### src/rtl/memc_multiport.sv
// memc_multiport: round-robin arbiter that moves single read/write requests
// from NUM_PORTS requestors onto one single-port block RAM.
// Each accepted request walks IDLE -> ISSUE -> (WAIT) -> RESP.
// Out-of-range addresses follow the same timing but never strobe the RAM.
module memc_multiport #(
  parameter int NUM_PORTS  = 2,
  parameter int DATA_WIDTH = 8,
  parameter int ADDR_WIDTH = 16,
  parameter int MEM_DEPTH  = 65536,
  parameter int RD_LATENCY = 1
) (
  input  logic                             clk,
  input  logic                             reset,
  input  logic [NUM_PORTS-1:0]             req_valid,
  input  logic [NUM_PORTS-1:0]             req_we,
  input  logic [NUM_PORTS*ADDR_WIDTH-1:0]  req_addr,
  input  logic [NUM_PORTS*DATA_WIDTH-1:0]  req_wdata,
  output logic [NUM_PORTS-1:0]             req_ready,
  output logic [NUM_PORTS-1:0]             rsp_valid,
  output logic [DATA_WIDTH-1:0]            rsp_rdata,
  output logic                             rsp_err,
  output logic                             busy,
  output logic                             bram_rd_enable,
  output logic                             bram_wr_enable,
  output logic [ADDR_WIDTH-1:0]            bram_addr,
  output logic [DATA_WIDTH-1:0]            bram_wr_data,
  input  logic [DATA_WIDTH-1:0]            bram_rd_data
);

  localparam int PW = (NUM_PORTS > 1) ? $clog2(NUM_PORTS) : 1;
  localparam int CW = (RD_LATENCY > 1) ? $clog2(RD_LATENCY) : 1;
  localparam logic [PW-1:0] LAST_GRANT_RST = PW'(NUM_PORTS - 1);
  localparam logic [CW-1:0] CNT_LAST       = CW'(RD_LATENCY - 1);

  typedef enum logic [1:0] {
    IDLE  = 2'd0,
    ISSUE = 2'd1,
    WAIT  = 2'd2,
    RESP  = 2'd3
  } state_e;

  state_e                  state_q;
  logic [PW-1:0]           port_q;
  logic                    we_q;
  logic                    oor_q;
  logic [CW-1:0]           cnt_q;
  logic [PW-1:0]           last_grant_q;
  logic [NUM_PORTS-1:0]    rsp_valid_q;
  logic [DATA_WIDTH-1:0]   rsp_rdata_q;
  logic                    rsp_err_q;
  logic                    busy_q;
  logic                    bram_rd_enable_q;
  logic                    bram_wr_enable_q;
  logic [ADDR_WIDTH-1:0]   bram_addr_q;
  logic [DATA_WIDTH-1:0]   bram_wr_data_q;

  logic                    grant_hit;
  logic [PW-1:0]           grant_idx;
  logic [PW-1:0]           cand_idx;
  logic                    sel_we;
  logic                    sel_oor;
  logic [ADDR_WIDTH-1:0]   sel_addr;
  logic [DATA_WIDTH-1:0]   sel_wdata;

  // Address is outside the implemented RAM words.
  function automatic logic addr_oor(input logic [ADDR_WIDTH-1:0] a);
    return (64'(a) >= 64'(MEM_DEPTH));
  endfunction

  // One-hot completion vector for a port number.
  function automatic logic [NUM_PORTS-1:0] port_onehot(input logic [PW-1:0] p);
    logic [NUM_PORTS-1:0] v;
    v    = '0;
    v[p] = 1'b1;
    return v;
  endfunction

  // Round-robin search starting one past the last granted port.
  always_comb begin
    grant_hit = 1'b0;
    grant_idx = '0;
    cand_idx  = '0;
    for (int i = 0; i < NUM_PORTS; i++) begin
      cand_idx = PW'((int'(last_grant_q) + 1 + i) % NUM_PORTS);
      if (!grant_hit && req_valid[cand_idx]) begin
        grant_hit = 1'b1;
        grant_idx = cand_idx;
      end else begin
        grant_hit = grant_hit;
      end
    end
  end

  // Payload of the port the arbiter picked.
  always_comb begin
    sel_we    = req_we[grant_idx];
    sel_addr  = req_addr[int'(grant_idx)*ADDR_WIDTH +: ADDR_WIDTH];
    sel_wdata = req_wdata[int'(grant_idx)*DATA_WIDTH +: DATA_WIDTH];
    sel_oor   = addr_oor(sel_addr);
  end

  // Grant is combinational so the requestor sees it in the accept cycle; held low in reset.
  always_comb begin
    req_ready = '0;
    if (reset && (state_q == IDLE) && grant_hit) begin
      req_ready[grant_idx] = 1'b1;
    end else begin
      req_ready = '0;
    end
  end

  // Controller FSM with all datapath outputs registered.
  always_ff @(posedge clk or negedge reset) begin
    if (!reset) begin
      state_q          <= IDLE;
      port_q           <= '0;
      we_q             <= 1'b0;
      oor_q            <= 1'b0;
      cnt_q            <= '0;
      last_grant_q     <= LAST_GRANT_RST;
      rsp_valid_q      <= '0;
      rsp_rdata_q      <= '0;
      rsp_err_q        <= 1'b0;
      busy_q           <= 1'b0;
      bram_rd_enable_q <= 1'b0;
      bram_wr_enable_q <= 1'b0;
      bram_addr_q      <= '0;
      bram_wr_data_q   <= '0;
    end else begin
      case (state_q)
        IDLE: begin
          rsp_valid_q <= '0;
          rsp_err_q   <= 1'b0;
          if (grant_hit) begin
            port_q           <= grant_idx;
            we_q             <= sel_we;
            oor_q            <= sel_oor;
            last_grant_q     <= grant_idx;
            busy_q           <= 1'b1;
            bram_addr_q      <= sel_addr;
            bram_wr_data_q   <= sel_wdata;
            bram_wr_enable_q <= sel_we & ~sel_oor;
            bram_rd_enable_q <= ~sel_we & ~sel_oor;
            state_q          <= ISSUE;
          end else begin
            bram_wr_enable_q <= 1'b0;
            bram_rd_enable_q <= 1'b0;
            busy_q           <= 1'b0;
            state_q          <= IDLE;
          end
        end
        ISSUE: begin
          bram_wr_enable_q <= 1'b0;
          bram_rd_enable_q <= 1'b0;
          cnt_q            <= '0;
          if (we_q) begin
            rsp_valid_q <= port_onehot(port_q);
            rsp_err_q   <= oor_q;
            state_q     <= RESP;
          end else begin
            state_q     <= WAIT;
          end
        end
        WAIT: begin
          if (cnt_q == CNT_LAST) begin
            rsp_rdata_q <= oor_q ? '0 : bram_rd_data;
            rsp_valid_q <= port_onehot(port_q);
            rsp_err_q   <= oor_q;
            state_q     <= RESP;
          end else begin
            cnt_q       <= cnt_q + CW'(1);
            state_q     <= WAIT;
          end
        end
        RESP: begin
          rsp_valid_q <= '0;
          rsp_err_q   <= 1'b0;
          busy_q      <= 1'b0;
          state_q     <= IDLE;
        end
        default: begin
          rsp_valid_q      <= '0;
          rsp_err_q        <= 1'b0;
          busy_q           <= 1'b0;
          bram_wr_enable_q <= 1'b0;
          bram_rd_enable_q <= 1'b0;
          state_q          <= IDLE;
        end
      endcase
    end
  end

  assign rsp_valid      = rsp_valid_q;
  assign rsp_rdata      = rsp_rdata_q;
  assign rsp_err        = rsp_err_q;
  assign busy           = busy_q;
  assign bram_rd_enable = bram_rd_enable_q;
  assign bram_wr_enable = bram_wr_enable_q;
  assign bram_addr      = bram_addr_q;
  assign bram_wr_data   = bram_wr_data_q;

endmodule

### config.mk
export PLATFORM = sky130hd
export DESIGN_NAME = memc_multiport
export DESIGN_NICKNAME = d
export VERILOG_FILES = /design/src/rtl/memc_multiport.sv
export SDC_FILE = /design/constraint.sdc
export NUM_CORES = 1
export LEC_CHECK = 0
export CORE_MARGIN = 3
export CORE_UTILIZATION = 30
export CTS_CLUSTER_SIZE = 14
export DETAILED_ROUTE_END_ITERATION = 12
export SETUP_SLACK_MARGIN = 0.4
export SLEW_MARGIN = 20
export SYNTH_ARGS = -nofsm -noshare
export SYNTH_HDL_FRONTEND = slang
export SYNTH_SLANG_ARGS = --single-unit
### constraint.sdc
create_clock -name clk -period 3.2 [get_ports clk]
set_input_delay 0.64 -clock clk [delete_from_list [all_inputs] [get_ports clk]]
set_output_delay 0.64 -clock clk [all_outputs]
set_load 0.02 [all_outputs]
==> results.txt, run 1 <==
The clock arrives with 7.56 ps of skew. The count of routing violations after the opening detailed-route iteration came out at 83. The number of distinct library cell variants in the gate-level netlist after synthesis came out at 26.

The leakage power came out at 1.31 nW. The average footprint of a synthesized cell is a little under 10 sq um. TritonCTS built the clock tree. The type of element launching the critical path is a primary input. The number of buffers added by the clock tree synthesis step came out at 5. The maximum fanout encountered on the critical timing path is 6. The vertical die dimension came out at 85.6 um. Setup repair after global routing left no endpoint under its margin.

The half-perimeter wire length after placement came out at 3900 um. The number of antenna violations at the first check in global routing is 0. The vias per cell came out at 4.69. The count of antenna diodes in the layout is 0. The startpoint identified for the worst register-to-register timing path is state_q[0]$_DFF_PN0_. The number of endpoints with negative hold slack in the final report came out at 0. The non-filler instance count after layout is 372. The portion of the post-synthesis area used by sequential elements came out at 55.3%. Yosys attributes the largest share of cell area to sky130_fd_sc_hd__dfrtp_1 (54%), sky130_fd_sc_hd__a21oi_1 (13%), sky130_fd_sc_hd__nand2_1 (5.9%). Clock-pin slew was measured on the worst setup and hold paths at roughly 80 ps. The count of warnings emitted by yosys came out at 0. After clock tree synthesis, the setup repair step added 0 buffers. The post-route setup TNS came out at 0 ps. The maximum clock path buffer count came out at 2. The source of the critical timing path is req_valid[1]. The worst setup path is captured at an output pin.

The first global-routing pass estimated 8910 um of wire. For this run, the leading register cell type out of synthesis is sky130_fd_sc_hd__dfrtp_1. The routability congestion estimate came out at 0.736. The endpoint identified for the worst register-to-register timing path is we_q$_DFFE_PN0P_. The number of synthesized flops with an enable pin is 0. The total of hold buffers inserted after clock tree synthesis came out at 0. The post-synth net total is between 200 and 300. The filler cells instantiated in the layout total around 600. The count of nets left with antenna violations once routing finished came out at 0. The number of detailed-route iterations in the first pass is 4.

IR analysis of the VDD net gives a maximum drop of 0.461 mV. The minimum clock period came out at 2610 ps. The vias after detailed routing is 1745. The commonest cells after synthesis are sky130_fd_sc_hd__a21oi_1 (50), sky130_fd_sc_hd__dfrtp_1 (41), sky130_fd_sc_hd__nand2_1 (30), sky130_fd_sc_hd__nor2_1 (27), sky130_fd_sc_hd__mux2_2 (8). The starting density of the core is 31.6%. The count of final setup violators came out at 0.

The final wirelength is 5430 um. At the pin with the least slew margin, the transition time is 508 ps. The maximum single-stage delay on the critical path is between 500 and 600 ps.

Global routing consumed, over all layers together, 15.3% of the routing resources. The remaining global-route overflow is 0. The residual DRC count is 0. The clock tree root buffer cell is sky130_fd_sc_hd__clkbuf_8. The area inside the core boundary is 6030 sq um. The synthesized design devotes to its leading area cell type 53.9% of total area. The flow ran to the end, and the final reports show no timing, DRC or antenna violations. The fraction of the cycle the final worst path needs came out at 81.4%. Of all cell types, the one taking the most synthesized area is sky130_fd_sc_hd__dfrtp_1. The critical path ends at req_ready[0].

The average wire per cell in the routed design came out at roughly 15 um. The count of port buffers added during placement is 100. The clock sink count is 42. The number of global-route vias before repair is 1806.

The register bit total from synthesis came out at 42. Compared with the post-synthesis result, the final layout area differs by 60.4%. The final-layout worst hold slack is about 160 ps.

Row generation in the floorplan step produced 28 rows. The deepest level of the CTS H-tree is 2. Counting flops with an async set or reset pin after synthesis yields a share of 100%. The number of top-level design ports came out at a little over 100. The headroom to the max-slew limit is 66.1%.

Across the run, the number of max-cap violations was 0. The final net count is about 360. The cell depth of the worst flop-to-flop path came out at 6.

The slowest stage of the critical path is the sky130_fd_sc_hd__clkdlybuf4s50_1 cell. The critical path data required time is 2560 ps. The final max-slew violation count is 0. The power per unit of standard cell area is 958 nW/um^2. The number of resized instances in the post-cts repair step is 3.

The die area is 7340 sq um. Entering global routing, the biggest net connects 41 pins. The netlist area before placement is 1900 sq um.

Once placement completed, the tool counted placed cells totaling ~360. The clock insertion delay at the later pin of the skew report came out at 290 ps. sky130_fd_sc_hd__a21oi_1 is the most common cell in the netlist. The synthesized instance count came out at 198.

Of the cells placed in the final design, the portion with a size suffix greater than 1 is 8.75%. The signal arrival time at the worst endpoint is 1970 ps. The critical path is of the in -> out type. In this run the horizontal extent of the chip is about 86 um.

Traced cell by cell, the critical path runs through clkdlybuf4s50_1 > a21bo_2 > and3_1 > dlygate4sd2_1. The highest attainable clock frequency came out at 384 MHz. In this run the worst hold path is classified as in -> async.

The reg2reg setup slack is roughly 1600 ps.
## cell usage in the layout (no fill, tap or decap), drive strengths merged, types with 2 or more instances in the layout
cell / Yosys / final
dfrtp: 41 / 41
clkbuf: 1 / 5
clkinv: 0 / 2
buf: 13 / 6
inv: 2 / 2
a21oi: 50 / 50
nand2b: 2 / 2
nor2: 27 / 27
o21ai: 4 / 4
nand2: 30 / 30
and3: 2 / 2
dlygate4sd2: 0 / 3
a31oi: 3 / 3
mux2: 8 / 8
ha: 4 / 4
clkdlybuf4s50: 0 / 96
## where the power goes
group | switching (mW) | total [mW] | internal, mW
Combinational | 0.816 | 1.57 | 0.752
Clock | 0.177 | 0.407 | 0.230
Sequential | 0.146 | 0.951 | 0.805
## critical path, delay by kind of cell
kind,cells,cell delay [ps]
AO/OA/AOI/OAI,1,260
buffers and inverters,2,900
AND/OR/NAND/NOR,1,170
## registers in the layout (all words and copies together) (netlist names), 2 cells and up
signal	count
rsp_valid	2
bram_wr_data	8
rsp_rdata	8
bram_addr	16
state_q	2
## how the worst min path moves through the flow
| stage | start | endpoint | slack (ps) |
|---|---|---|---|
| 2_1_floorplan | reset | bram_addr[0]$_DFFE_PN0P_ | 340 |
| 3_3_place_gp | reset | rsp_valid[0]$_DFFE_PN0P_ | 460 |
| 3_5_place_dp | reset | rsp_valid[0]$_DFFE_PN0P_ | 460 |
| 4_1_cts | reset | rsp_valid[0]$_DFFE_PN0P_ | 150 |
| 5_1_grt | reset | rsp_valid[0]$_DFFE_PN0P_ | 150 |
| 6_report | reset | rsp_valid[0]$_DFFE_PN0P_ | 160 |
## through the flow
| stage | setup WS [ps] | instance area, sq um | util, % | total power, mW |
|---|---|---|---|---|
| final | 595 | 3050 | 50.6 | 2.92 |
| after floorplan | 1090 | 1900 | - | 1.84 |
| after global routing | 539 | 3050 | 50.6 | 3.15 |
| after CTS | 585 | 3050 | 50.6 | 2.97 |
| after detailed placement | 324 | 2950 | 48.9 | 2.56 |
| after global placement | 344 | 2950 | 48.9 | 2.54 |
## layer usage
| metal | global-route usage [%] | vias to the layer above | part of all wire [%] |
|---|---|---|---|
| li1 | - | 859 | - |
| met5 | 0 | - | 0 |
| met3 | 4.13 | 5 | 7.3 |
| met1 | 20.0 | 821 | 44 |
| met2 | 25.1 | 60 | 47 |
| met4 | 4.32 | 0 | 1.0 |
## cell families after synthesis
| kind of cell | after synthesis | synth area share (%) |
|---|---|---|
| adder cells (fa/ha/maj) | 4 | 2.63 |
| flip-flops | 42 | 55.3 |
| buffers and inverters | 16 | 4.80 |
| AND/OR/NAND/NOR | 63 | 13.3 |
| multiplexers | 8 | 4.73 |
| AO/OA/AOI/OAI | 64 | 19.1 |
| other | 1 | 0.197 |
## cell type report
cell class / count / area (sq um) / area share (%)
sequential: 42 / 1050 / 34.5
tap: 75 / 93.8 / 3.08
multi-input combinational: 140 / 759 / 24.9
inverter: 2 / 7.51 / 0.246
clock buffer: 5 / 68.8 / 2.26
timing repair buffer: 105 / 1030 / 33.7
clock inverter: 3 / 40.0 / 1.31
(Power assumes the default switching activity.)
==> run 2, diff against run 1 <==
--- a/config.mk
+++ b/config.mk
@@ -9,6 +9,7 @@
 export CORE_UTILIZATION = 30
 export CTS_CLUSTER_SIZE = 14
 export DETAILED_ROUTE_END_ITERATION = 12
+export PLACE_DENSITY = 0.67
 export SETUP_SLACK_MARGIN = 0.4
 export SLEW_MARGIN = 20
 export SYNTH_ARGS = -nofsm -noshare
==> constraint.sdc (replaced) <==
create_clock -name clk -period 2.32 [get_ports clk]
set_input_delay 0.464 -clock clk [delete_from_list [all_inputs] [get_ports clk]]
set_output_delay 0.464 -clock clk [all_outputs]
set_load 0.02 [all_outputs]
==> run 2 against run 1 <==
Compared with the run above: worst hold slack improved by 19 ps; non-clock buffer count increased by 5; final area increased by 1.6%; via count increased by 2.8%; clock power increased by 34%; sequential share of layout area decreased by 0.56 points; combinational power increased by 41%; global-route usage decreased by 0.41 points; total power increased by 40%; routed wire length decreased by 0.37%; die area unchanged; cell count increased by 1.3%; largest cell class is now buffers.
==> results.txt, run 2 (same netlist as run 1, synthesis figures left out) <==
The leakage power came out at 1.32 nW (+1.3%). The remaining global-route overflow was 0 (unchanged). The global-route wire length before repair is 8720 um (-2.1%). The area inside the core boundary came out at 6030 sq um (unchanged). After layout, the worst path uses 79.5% of the clock period.

The tightest min-delay check is of the in -> async type. The horizontal die dimension came to 85.6 um (unchanged). The vias after detailed routing came out at 1793 (+2.8%). Setup repair after global routing left no endpoint under its margin. The number of endpoints with negative hold slack in the final report came out at 0 (unchanged).

The startpoint of the worst-slack reg-to-reg timing path is last_grant_q$_DFFE_PN1P_. The clock insertion delay at the later pin of the skew report is 290 ps (about the same). The clock tree root buffer cell is sky130_fd_sc_hd__clkbuf_8. The global-route total usage across every layer is 14.9% (-0.41 points).

The final max-slew violation count is 0 (unchanged). The count of fill cells added during filler insertion is 572 (-2.6%). The final-layout worst hold slack came out at 179 ps (+19.4 ps).

The final wirelength came out at 5410 um (-0.37%). The count of port buffers added during placement was 100 (unchanged). The maximum clock path buffer count is 2 (unchanged). The count of final setup violators is 0 (unchanged). The number of antenna violations at the first check in global routing is 0 (unchanged). The deepest level of the CTS H-tree is 2 (unchanged). The starting density of the core came to 31.6% (unchanged). The maximum fanout encountered on the critical timing path came to 4 (-2). The commonest non-fill, non-tap cell in the layout is sky130_fd_sc_hd__clkdlybuf4s50_1. The number of nets still failing antenna checks after routing is 0 (unchanged). The total power is 4.09 mW (+40%). The maximum single-stage delay on the critical path is 580 ps (about the same). The worst-path cell with the longest stage delay is sky130_fd_sc_hd__dfstp_2. The synthesis-to-layout area growth came out at 63.0%. The vertical die dimension is 85.6 um (unchanged).

The count of routing violations after the opening detailed-route iteration is 56 (-33%). The number of global-route vias before repair came out at 1812 (+0.33%). The power per unit of standard cell area is 1320 nW/um^2 (+37%).

The clock sink count was 42 (unchanged). The number of top-level design ports came out at 102 (unchanged). The number of detailed-route iterations in the first pass came to 4 (unchanged). The final net count is 367 (+1.4%). The number of buffers added by the clock tree synthesis step is 5 (unchanged). The signal arrival time at the worst endpoint came out at 1380 ps (-590 ps).

The half-perimeter wire length after placement came to 4000 um (+2.6%). The library cells used most frequently in the layout, excluding fill and tap cells, are sky130_fd_sc_hd__clkdlybuf4s50_1 (95), sky130_fd_sc_hd__a21oi_1 (50), sky130_fd_sc_hd__dfrtp_1 (41). The area taken by flip-flops and latches is 1050 sq um (unchanged). The critical path data required time was 1860 ps (-700 ps).

STA classifies the critical path endpoint as an output pin. The worst path buffer plus inverter count is 1 (-1). Derived from the worst setup path, the maximum achievable clock frequency is 542 MHz. The maximum number of pins on one net before global-route repair came out at 27 (-34%). The die area is 7340 sq um (unchanged).

TritonCTS built the clock tree. The max-cap check violation count is 0 (unchanged). The critical path is of the reg -> out type. The vias per cell came out at 4.76 (+1.4%). The number of flip-flops under the largest register name is 16 (unchanged).

Walking the worst path, the cells encountered are a21boi_4 > and3_1 > clkdlybuf4s15_1. The site row count is 28 (unchanged). The kind of cell with the highest combined delay along the critical path is flip-flops. The residual DRC count is 0 (unchanged). The buffer count from post-CTS setup fixing is 0 (unchanged).

The highest ir drop seen on vdd was 0.635 mV (+38%). The type of element launching the critical path is a register. The routability congestion estimate came to 0.778 (+5.7%). The source of the critical timing path is last_grant_q$_DFFE_PN1P_. The clock edge transition at the registers on the reported setup and hold paths is 80 ps (about the same). The fraction of final layout cells sized beyond drive strength 1 is 11.6% (+2.8 points). The final setup skew is 5.37 ps (-2.19 ps).

The count of antenna diodes in the layout was 0 (unchanged). The average wire per cell in the routed design was 14.4 um (-1.7%). The area of combinational cells with multiple inputs is 772 sq um (+1.6%). The post-route setup TNS is 0 ps (unchanged). The total of hold buffers inserted after clock tree synthesis came out at 0 (unchanged).

The minimum clock period is 1840 ps. The run finished with clean final reports.
==> run 2: cell type report <==
cell class	count	share of cell area (%)
timing repair buffer	110	34.4
inverter	2	0.242
clock buffer	8	3.55
tap	75	3.03
sequential	42	33.9
multi-input combinational	140	24.9
==> run 2: timing repair <==
item,CTS,global route
endpoints found under the setup margin,2,2
gates resized for setup,9,4
pin swaps,0,1
==> run 2: path summary, 6_finish.rpt <==
path,end,slack [ps],cells after the start
min in group clk,rsp_valid[1]$_DFFE_PN0P_,490,2
worst min register to register,rsp_valid[1]$_DFFE_PN0P_,490,2
worst max-delay path,req_ready[1],480,3
max in group asynchronous,last_grant_q$_DFFE_PN1P_,1880,2
worst max register to register,bram_rd_enable$_DFFE_PN0P_,800,4
worst min-delay path,bram_wr_enable$_DFFE_PN0P_,180,2
==> run 2: power by group <==
part	switching, mW	total (mW)	internal [mW]
clock	0.245	0.546	0.301
sequential	0.215	1.33	1.11
combinational	1.13	2.22	1.09
total	1.59	4.09	2.50
==> run 2: worst reg2reg max path, stage by stage, from the launching register on <==
cell and delay [ps]:
sky130_fd_sc_hd__dfstp_2 580, sky130_fd_sc_hd__a21bo_2 150, sky130_fd_sc_hd__buf_4 280, sky130_fd_sc_hd__nand2_1 150, sky130_fd_sc_hd__a32o_1 240
==> run 2: routing by layer <==
layer	global-route usage, %	part of all wire (%)	wire length [um]
met2	23.6	47	2560
met3	5.38	8.2	445
met4	4.46	1.2	65
met5	0	0	0
met1	19.2	43	2340
==> run 2: through the flow <==
stage	cell area [sq um]	utilization, %	setup slack [ps]	std cells
after floorplan	1900	-	565	198
after global placement	2980	49.5	-81.3	369
after detailed placement	2980	49.5	-94.0	369
after CTS	3090	51.3	416	377
after global routing	3100	51.5	407	377
final	3100	51.5	476	377
